File: config.mk
export PLATFORM = sky130hd
export DESIGN_NAME = fetch_unit
export DESIGN_NICKNAME = d
export VERILOG_FILES = /design/src/rtl/riscv_pkg.sv /design/src/rtl/fetch_next_pc.sv /design/src/rtl/fetch_unit.sv
export SDC_FILE = /design/constraint.sdc
export NUM_CORES = 1
export LEC_CHECK = 0
export CORE_ASPECT_RATIO = 0.75
export CORE_UTILIZATION = 42
export DETAILED_ROUTE_END_ITERATION = 8
export PLACE_DENSITY = 0.86
export SKIP_LAST_GASP = 1
export SLEW_MARGIN = 0
export SYNTH_ARGS = -nofsm -noshare
export SYNTH_HDL_FRONTEND = slang
export SYNTH_HIERARCHICAL = 1
export SYNTH_SLANG_ARGS = --single-unit
File: constraint.sdc
create_clock -name clk -period 2.2 [get_ports clk]
set_input_delay 0.44 -clock clk [delete_from_list [all_inputs] [get_ports clk]]
set_output_delay 0.44 -clock clk [all_outputs]
set_load 0.02 [all_outputs]
File: src/rtl/riscv_pkg.sv
`default_nettype none
// ============================================================================
// riscv_pkg : shared widths, NOP encoding and fetch-stage enumerations
// Rev 1.0
// ============================================================================
package riscv_pkg;

  localparam int XLEN = 32;
  localparam logic [XLEN-1:0] NOP_INSTR = 32'h0000_0013;

  typedef enum logic [1:0] {
    BOOT  = 2'b00,
    RUN   = 2'b01,
    FAULT = 2'b10
  } fetch_state_t;

  typedef enum logic [1:0] {
    FF_NONE     = 2'b00,
    FF_MISALIGN = 2'b01,
    FF_RANGE    = 2'b10
  } fetch_fault_t;

endpackage
`default_nettype wire

File: src/rtl/fetch_next_pc.sv
`default_nettype none
// ============================================================================
// fetch_next_pc : combinational next-PC / next-state / fault selection
// Rev 1.0
// ============================================================================
module fetch_next_pc
  import riscv_pkg::*;
#(
  parameter int unsigned IMEM_DEPTH = 32
) (
  input  fetch_state_t    state,
  input  logic [XLEN-1:0] pc,
  input  logic            stall,
  input  logic            redirect_valid,
  input  logic [XLEN-1:0] redirect_target,
  output fetch_state_t    next_state,
  output logic [XLEN-1:0] next_pc,
  output logic [XLEN-1:0] pc_plus4,
  output logic            capture,
  output logic            flush,
  output logic            set_fault,
  output fetch_fault_t    new_cause
);

  localparam logic [XLEN-1:0] c_PC_LIMIT = XLEN'(IMEM_DEPTH * 4);

  assign pc_plus4 = pc + 32'd4;

  // Redirect beats stall; stall beats the range check so a stalled
  // out-of-range PC only faults once it is actually fetched.
  always_comb begin
    next_state = state;
    next_pc    = pc;
    capture    = 1'b0;
    flush      = 1'b0;
    set_fault  = 1'b0;
    new_cause  = FF_NONE;
    case (state)
      BOOT: next_state = RUN;
      RUN: begin
        if (redirect_valid && (redirect_target[1:0] != 2'b00)) begin
          next_state = FAULT;
          set_fault  = 1'b1;
          new_cause  = FF_MISALIGN;
        end else if (redirect_valid) begin
          next_pc = redirect_target;
          flush   = 1'b1;
        end else if (stall) begin
          next_pc = pc;
        end else if (pc >= c_PC_LIMIT) begin
          next_state = FAULT;
          set_fault  = 1'b1;
          new_cause  = FF_RANGE;
        end else begin
          next_pc = pc_plus4;
          capture = 1'b1;
        end
      end
      default: next_state = state;
    endcase
  end

endmodule
`default_nettype wire

File: src/rtl/fetch_unit.sv
`default_nettype none
// ============================================================================
// fetch_unit : PC ownership, fetch output register, sticky fault, fetch count
// Rev 1.0
// ============================================================================
module fetch_unit
  import riscv_pkg::*;
#(
  parameter logic [31:0] RESET_PC   = 32'h0000_0000,
  parameter int unsigned IMEM_DEPTH = 32
) (
  input  logic            clk,
  input  logic            rst_n,
  output logic [XLEN-1:0] imem_addr,
  input  logic [XLEN-1:0] imem_data,
  input  logic            stall,
  input  logic            redirect_valid,
  input  logic [XLEN-1:0] redirect_target,
  output logic [XLEN-1:0] instr_out,
  output logic [XLEN-1:0] pc_out,
  output logic [XLEN-1:0] pc_plus4_out,
  output logic            instr_valid,
  output logic            fault,
  output logic [1:0]      fault_cause,
  output logic [31:0]     fetch_count
);

  fetch_state_t    r_state;
  logic [XLEN-1:0] r_pc;
  logic [XLEN-1:0] r_instr;
  logic [XLEN-1:0] r_pc_out;
  logic [XLEN-1:0] r_pc_plus4;
  logic            r_valid;
  logic            r_fault;
  fetch_fault_t    r_cause;
  logic [31:0]     r_count;

  fetch_state_t    w_next_state;
  logic [XLEN-1:0] w_next_pc;
  logic [XLEN-1:0] w_pc_plus4;
  logic            w_capture;
  logic            w_flush;
  logic            w_set_fault;
  fetch_fault_t    w_new_cause;

  fetch_next_pc #(
    .IMEM_DEPTH(IMEM_DEPTH)
  ) u_next_pc (
    .state          (r_state),
    .pc             (r_pc),
    .stall          (stall),
    .redirect_valid (redirect_valid),
    .redirect_target(redirect_target),
    .next_state     (w_next_state),
    .next_pc        (w_next_pc),
    .pc_plus4       (w_pc_plus4),
    .capture        (w_capture),
    .flush          (w_flush),
    .set_fault      (w_set_fault),
    .new_cause      (w_new_cause)
  );

  always_ff @(posedge clk or negedge rst_n) begin
    if (!rst_n) begin
      r_state    <= BOOT;
      r_pc       <= RESET_PC;
      r_instr    <= NOP_INSTR;
      r_pc_out   <= 32'd0;
      r_pc_plus4 <= 32'd4;
      r_valid    <= 1'b0;
      r_fault    <= 1'b0;
      r_cause    <= FF_NONE;
      r_count    <= 32'd0;
    end else begin
      r_state <= w_next_state;
      r_pc    <= w_next_pc;
      if (w_capture) begin
        r_instr    <= imem_data;
        r_pc_out   <= r_pc;
        r_pc_plus4 <= w_pc_plus4;
        r_valid    <= 1'b1;
        r_count    <= r_count + 32'd1;
      end else if (w_flush) begin
        r_instr <= NOP_INSTR;
        r_valid <= 1'b0;
      end else if (w_set_fault) begin
        r_valid <= 1'b0;
        r_fault <= 1'b1;
        r_cause <= w_new_cause;
      end
    end
  end

  assign imem_addr    = r_pc;
  assign instr_out    = r_instr;
  assign pc_out       = r_pc_out;
  assign pc_plus4_out = r_pc_plus4;
  assign instr_valid  = r_valid;
  assign fault        = r_fault;
  assign fault_cause  = r_cause;
  assign fetch_count  = r_count;

endmodule
`default_nettype wire

# ---- After elaboration in Yosys (flattened, before gate mapping)
# Index checks and enable logic that the tools add are counted.
dict set report word_totals {
  regBits 166
  wordCells 61
}
dict set report op_classes {
  add_sub_neg 2
  n_lt_le_gt_ge 1
  eq_ne 6
  n_mux 31
  bitwise 3
  n_reduce_logical 9
}
# op count
set op_table {}
lappend op_table {{two-way mux 32 bit} 5}
lappend op_table {{adder 32 x 1 -> 32 bit (second input constant)} 1}
lappend op_table {{adder 32 x 3 -> 32 bit (second input constant)} 1}
lappend op_table {{>= comparator 32 x 8 -> 1 bit (second input constant)} 1}
lappend op_table {{two-way mux 2 bit} 9}
lappend op_table {{two-way mux 1 bit} 16}
lappend op_table {{AND reduction 4 bit} 2}
lappend op_table {{!= test 3 x 2 -> 1 bit (second input constant)} 2}
lappend op_table {{nonzero test 2 bit} 3}
lappend op_table {{one-hot mux 2 bit (2 select lines)} 1}
lappend op_table {{!= test 3 x 1 -> 1 bit (second input constant)} 1}
lappend op_table {{NOT 1 bit} 3}
lappend op_table {{AND reduction 3 bit} 1}
lappend op_table {{nonzero test 3 bit} 1}
lappend op_table {{== test 2 x 1 -> 1 bit (second input constant)} 1}
lappend op_table {{logical NOT 2 bit} 1}
lappend op_table {{!= test 2 x 1 -> 1 bit (second input constant)} 1}
lappend op_table {{!= test 2 bit (second input constant)} 1}
lappend op_table {{logical AND 1 bit} 1}

# ---- Depth between registers and ports, before layout
# Gate-level depths: netlist of run 1.
dict set report logic_depth {
  word_depth 9
  depth_mapped 9
  mapped_depth_nobuf 7
}

# ---- Modules after synthesis
# The synthesis of run 1 kept the hierarchy.
# mod instances cells_each area_per_inst_um2
set by_module_without_submodules {}
lappend by_module_without_submodules {fetch_unit 1 375 5926.9}
lappend by_module_without_submodules {fetch_next_pc 1 192 1446.4}

# ---- Worst setup path after synthesis of run 1
# OpenSTA, ideal clock, no wires.
dict set report synth_path {
  path_type {register to register}
  from {reg r_pc[17] (netlist: imem_addr[17])}
  to {reg r_count[19] (netlist: fetch_count[19])}
  arrival_ps 2454
  setup_slack_ps -384
  stages_incl_launch_ff 10
  n_path_buf 2
  path_cell_list {dfrtp_1 clkbuf_1 nor4_1 nand4b_1 nor3_1 buf_6 nand4_1 nor4_4 nand4_1 xnor2_1}
}
dict set report synth_via {
  elab_chain_len 6
}
# item line
set synth_rtl {}
lappend synth_rtl {{from (decl)} fetch_unit.sv:29} ;# logic [XLEN-1:0] r_pc;
lappend synth_rtl {{from (signal assigned)} fetch_unit.sv:76} ;# r_pc <= w_next_pc;
lappend synth_rtl {{>= comparator 32 x 8 -> 1 bit} fetch_next_pc.sv:50} ;# end else if (pc >= c_PC_LIMIT) begin
lappend synth_rtl {{two-way mux 1 bit} fetch_next_pc.sv:50}
lappend synth_rtl {{two-way mux 1 bit} fetch_next_pc.sv:48} ;# end else if (stall) begin
lappend synth_rtl {{two-way mux 1 bit} fetch_next_pc.sv:45} ;# end else if (redirect_valid) begin
lappend synth_rtl {{two-way mux 1 bit} fetch_next_pc.sv:41} ;# if (redirect_valid && (redirect_target[1:0] != 2'b00)) begin
lappend synth_rtl {{two-way mux 1 bit} fetch_next_pc.sv:38} ;# case (state)
lappend synth_rtl {{via w_capture} fetch_unit.sv:41} ;# logic w_capture;
lappend synth_rtl {{to (signal assigned)} fetch_unit.sv:82} ;# r_count <= r_count + 32'd1;
lappend synth_rtl {{to (decl)} fetch_unit.sv:36} ;# logic [31:0] r_count;
# The timed path passes the listed nets, and every way through them passes these cells.
# A chain may end at the register's enable or synchronous reset.

# ---- Worst setup path after layout of run 1
dict set report layout_path {
  from {reg r_pc[17] (netlist: imem_addr[17])}
  to {reg r_pc_out[1] (netlist: pc_out[1])}
}
dict set report layout_via {
  elab_chain_len 6
}
# item line
set layout_rtl {}
lappend layout_rtl {{>= comparator 32 x 8 -> 1 bit} fetch_next_pc.sv:50}
lappend layout_rtl {{two-way mux 1 bit} fetch_next_pc.sv:50}
lappend layout_rtl {{two-way mux 1 bit} fetch_next_pc.sv:48}
lappend layout_rtl {{two-way mux 1 bit} fetch_next_pc.sv:45}
lappend layout_rtl {{two-way mux 1 bit} fetch_next_pc.sv:41}
lappend layout_rtl {{two-way mux 1 bit} fetch_next_pc.sv:38}
lappend layout_rtl {{via w_capture} fetch_unit.sv:41}
lappend layout_rtl {{to (signal assigned)} fetch_unit.sv:79} ;# r_pc_out <= r_pc;
lappend layout_rtl {{to (decl)} fetch_unit.sv:31} ;# logic [XLEN-1:0] r_pc_out;
# The timed path passes the listed nets, and every way through them passes these cells.

==> impl_metrics.json, run 1 <==
{
  "synth_fp_nets": 638,
  "grt_overflow_total": 0,
  "drt_iter0_drc": 368,
  "ant_nets": 0,
  "critPathRequiredTime_ns": 2.51,
  "fillers": 1162,
  "cp-end-kind": "flop",
  "worst_slack_ns": -0.202,
  "hold_violations": 0,
  "yosys_warnings": 6,
  "ys_ff_latch": 166,
  "hold_depth": 1,
  "worstPathMaxFanout": 7,
  "multi_input_area_um2": 3250,
  "num_rows": 41,
  "ir_drop_uv": 816,
  "vias_per_cell": 5.24,
  "skew_ns": 0.0117,
  "initial_core_util": 0.434,
  "fin_cells": 1135,
  "fin_crit_ns": 2.40,
  "netlist.area_leader.share": 0.550,
  "tns_ns": -15.74,
  "drt-pass1-iter-count": 4,
  "top_layer": "met4",
  "hold_class": "reg2reg",
  "gp_congestion": 0.839,
  "status": "finished, violations left",
  "avgSynthCellArea_um2": 13.0,
  "core-area_um2": 17000,
  "synth_area_um2": 7370,
  "reg2regPathDepth": 9,
  "ys.flop_type": "dfrtp_1",
  "ys_types": 50,
  "htreeDepth": 4,
  "place_inst": 1080,
  "grt_max_degree": 45,
  "worstSetupPathType": "reg2reg",
  "timing.slew.headroom": 0.641,
  "cts_made_buffers": 17,
  "drive_gt1_frac": 0.316,
  "met3WireLength_mm": 1.32,
  "reg2reg_to": "pc_out[1]",
  "synthTopCellsByCount": "dfrtp_1, mux2_2, a22o_1",
  "vias": 5943,
  "rsz0062_at_grt": "true",
  "cts_sinks": 166,
  "dieArea_um2": 18100,
  "antennaDiodeCount": 0,
  "violations": "setup timing",
  "critPathCapture": "pc_out[1]",
  "grtUsageTotal": 0.231,
  "pre_cts_slack_ns": -0.355,
  "synthArstFlopShare": 1.00,
  "fin_area_um2": 11800,
  "grt_pass1_vias": 6028,
  "startpoint_type": "flop",
  "power_density_nw_per_um2": 846,
  "wl_per_cell_um": 19.4,
  "ioPinCount": 232,
  "die_w_um": 155,
  "rrSetupSlack_ns": -0.20,
  "setup_viol": 117,
  "slew_viol_final": 0,
  "synthTopCellsByArea": "dfrtp_1, mux2_2, a22o_1, xnor2_1, xor2_1",
  "seq_area_um2": 4180,
  "fin_crit_sh": 1.09,
  "insertion_delay_ns": 0.43,
  "timing.critical_path.from": "imem_addr[17]",
  "p_leak_nw": 5.36,
  "drv_cap": 0,
  "placed_cell_area_um2": 10500,
  "clockRootBuffer": "clkbuf_16",
  "die_height_um": 117,
  "cp.arrival_ns": 2.71,
  "cts_max_path_buffers": 2,
  "fin_nets": 957,
  "cts.clk_slew.worst_paths_ns": 0.07,
  "netlist_instances": 567,
  "grt_pass1_wl_mm": 31.8,
  "tightest_slew_ns": 0.535,
  "synth-edff-count": 0,
  "drt-met1-wl_mm": 9.59,
  "r2r-start": "imem_addr[17]",
  "synth.most_common_cell": "dfrtp_1",
  "grt_antenna_before_repair": 0,
  "cts_tree": "done",
  "fmax_mhz": 416,
  "seq_area_frac_synth": 0.564,
  "synthToLayoutAreaGrowth_pct": 59.5,
  "remaining_drc_errors": 0,
  "portBuffers": 231,
  "drt_wl_total_mm": 22.0,
  "dp_hpwl_mm": 14.6,
  "dr_wl_met2_mm": 10.8,
  "synth_area_leader_cell": "dfrtp_1"
}
-- state kept, by name, indices dropped and copies added (netlist names) --
signal / count
pc_out: 32
pc_plus4_out: 32
instr_out: 32
imem_addr: 32
instr_valid: 1
fault: 1
fetch_count: 32
fault_cause: 2
r_state: 2
-- report_power, final --
group / internal [mW] / switching, mW / total, mW
logic: 1.55 / 1.69 / 3.24
registers: 3.40 / 0.275 / 3.67
clock network: 1.64 / 1.40 / 3.04
-- worst min path at each step --
stage                      from             to
floorplan                 rst_n          fault
detailed placement        rst_n  instr_out[17]
global route        instr_valid    instr_valid
global placement          rst_n   instr_out[9]
CTS                 instr_valid    instr_valid
finish              instr_valid    instr_valid
-- worst max-delay path, stage by stage, from the launching register on --
cell and delay, ns:
dfrtp_2 0.43, nor4_4 0.39, nand4b_1 0.24, nor3_4 0.26, buf_4 0.16, buf_6 0.10
buf_12 0.15, buf_12 0.11, buf_12 0.13, mux2_4 0.30
-- placed cells by master, fill, tap and decap left out, types with 8 or more instances in the layout --
cell / count
clkdlybuf4s50_1: 230
dfrtp_1: 145
mux2_2: 72
buf_4: 71
a22o_1: 31
xor2_1: 29
xnor2_1: 28
clkbuf_16: 24
nand2_1: 18
nor2_1: 17
mux2_4: 17
nand4_1: 17
dfrtp_2: 17
nand3_1: 15
and3_1: 11
inv_1: 11
buf_6: 10
buf_12: 9
nor3_1: 9
nor4_4: 8
nor4_1: 8
-- per-layer routing --
metal / track usage / vias up
met5: 0 / -
li1: - / 2708
met1: 0.288 / 3000
met3: 0.0727 / 29
met2: 0.388 / 206
met4: 0.0667 / 0
-- kinds of logic (layout without fill, tap and decap cells) --
family                     after synthesis  after routing  synth area share
muxes                                   91             91             0.139
adders and majority gates                3              3           0.00509
AOI/OAI and AO/OA                       53             53            0.0584
DFF                                    166            166             0.564
buffers and inverters                   42            374            0.0300
xor gates and xnor gates                59             59            0.0701
and+or+nand+nor                        153            153             0.134
-- final cells by class --
| cell class | count | area share |
|---|---|---|
| Clock buffer | 17 | 0.0362 |
| Clock inverter | 15 | 0.0159 |
| Inverter | 12 | 0.00426 |
| Multi-Input combinational cell | 359 | 0.277 |
| Sequential cell | 166 | 0.356 |
| Tap cell | 236 | 0.0251 |
| Timing Repair Buffer | 330 | 0.286 |
-- what timing repair did --
action                                 in CTS  in global routing
endpoints found under the hold margin      35                  0
pin swaps                                   9                 16
setup endpoints to repair                 102                109
gates resized for setup                    11                 51
hold buffers                                1                  0
setup buffers                               3                  8
gates cloned                                1                 10
-- metrics by stage --
stage	utilization	hold WS [ns]	power, mW
6_report	0.692	0.477	9.95
5_1_grt	0.692	0.498	10.4
4_1_cts	0.663	0.482	9.97
3_5_place_dp	0.621	0.384	6.85
3_3_place_gp	0.621	0.390	6.77
2_1_floorplan	-	0.144	5.23
Power figures use the tool's default switching activity.
==> run 2, diff against run 1 <==
Settings changed: CAP_MARGIN set to 20, RECOVER_POWER set to 50, SKIP_CTS_REPAIR_TIMING set to 1.
==> impl_metrics.json, run 2 (synthesis results as in run 1) <==
{
  "ioPinCount": 232,
  "worst_slack_ns": -0.175,
  "clockRootBuffer": "clkbuf_16",
  "cts_max_path_buffers": 2,
  "die_w_um": 155,
  "worstPathMaxFanout": 6,
  "fillers": 1233,
  "status": "finished, violations left",
  "fmax_mhz": 421,
  "critPathRequiredTime_ns": 2.55,
  "hold_violations": 0,
  "core-area_um2": 17000,
  "dieArea_um2": 18100,
  "cts.clk_slew.worst_paths_ns": 0.07,
  "grt_overflow_total": 0,
  "fin_crit_ns": 2.38,
  "cts_sinks": 166,
  "drt_iter0_drc": 332,
  "drt_wl_total_mm": 21.5,
  "drt-pass1-iter-count": 4,
  "cts_tree": "done",
  "grt_antenna_before_repair": 0,
  "die_height_um": 117,
  "initial_core_util": 0.434,
  "vias_per_cell": 5.26,
  "final_common_cell": "clkdlybuf4s50_1",
  "tightest_slew_ns": 1.05,
  "power_density_nw_per_um2": 867,
  "fin_area_um2": 11400,
  "skew_ns": 0.0117,
  "timing.slew.headroom": 0.301,
  "cp-end-kind": "flop",
  "hold_class": "reg2reg",
  "cts_made_buffers": 17,
  "num_rows": 41,
  "setup_viol": 129,
  "ir_drop_uv": 845,
  "total_power_mw": 9.90,
  "slew_viol_final": 0,
  "final_cell_mix": "clkdlybuf4s50_1, dfrtp_1, mux2_2",
  "dp_hpwl_mm": 14.6,
  "gp_congestion": 0.839,
  "remaining_drc_errors": 0,
  "insertion_delay_ns": 0.43,
  "vias": 5922,
  "portBuffers": 231,
  "fin_nets": 947,
  "grt_pass1_vias": 5958,
  "grt_pass1_wl_mm": 31.4,
  "placed_cell_area_um2": 10500,
  "violations": "setup timing",
  "pre_cts_slack_ns": -0.355,
  "fin_crit_sh": 1.08,
  "drive_gt1_frac": 0.292,
  "ant_nets": 0,
  "grtUsageTotal": 0.227,
  "synthToLayoutAreaGrowth_pct": 54.9,
  "cp.arrival_ns": 2.73,
  "antennaDiodeCount": 0,
  "drv_cap": 0,
  "worstSetupPathType": "reg2reg",
  "rsz0062_at_grt": "true",
  "wl_per_cell_um": 19.2,
  "tns_ns": -9.03,
  "grt_max_degree": 45,
  "p_leak_nw": 5.22,
  "fin_util": 0.672,
  "startpoint_type": "flop",
  "htreeDepth": 4
}
-- run 2: per-stage QoR --
stage / hold slack, ns / std cells
after global placement: 0.390 / 1080
after floorplan: 0.144 / 567
after global routing: 0.498 / 1125
after CTS: -0.0731 / 1112
after detailed placement: 0.384 / 1080
final: 0.474 / 1125
-- run 2: critical path: stages, from the launching register on --
cell and delay [ns]:
dfrtp_2 0.43, nor4_4 0.38, nand4b_1 0.24, nor3_4 0.25
buf_6 0.14, nand4_1 0.18, nor3_4 0.21, buf_6 0.15
and3_1 0.17, xor2_1 0.13
-- run 2: metal layers --
metal	track usage	wire length [um]	up-vias	part of all wire
met5	0	0	-	0
met4	0.0667	333	0	0.015
met3	0.0694	1440	31	0.067
met2	0.381	10600	213	0.49
met1	0.286	9210	2994	0.43
li1	-	-	2684	-
-- run 2: path summary, 6_finish.rpt --
check                      slack, ns         endpoint          start  depth (start not counted)
min                             0.47      instr_valid    instr_valid                          1
max in group asynchronous       0.19    imem_addr[29]          rst_n                          3
min in group asynchronous       0.73    instr_out[13]          rst_n                          2
min reg2reg                     0.47      instr_valid    instr_valid                          1
max                            -0.18  fetch_count[14]  imem_addr[17]                          9
max reg2reg                    -0.18  fetch_count[14]  imem_addr[17]                          9
-- run 2: area by class of cell --
type / instances / area [um2] / share of cell area
Sequential cell: 166 / 4180 / 0.366
Timing Repair Buffer: 320 / 3180 / 0.279
Multi-Input combinational cell: 359 / 3100 / 0.271
Clock buffer: 17 / 425 / 0.0373
Tap cell: 236 / 295 / 0.0259
Clock inverter: 15 / 186 / 0.0163
Inverter: 12 / 48.8 / 0.00427
-- run 2: power by group --
part	leakage, nW	switching, mW	internal [mW]	total, mW
registers	2.22	0.275	3.40	3.67
clock network	0.296	1.40	1.64	3.04
logic	2.71	1.67	1.52	3.19
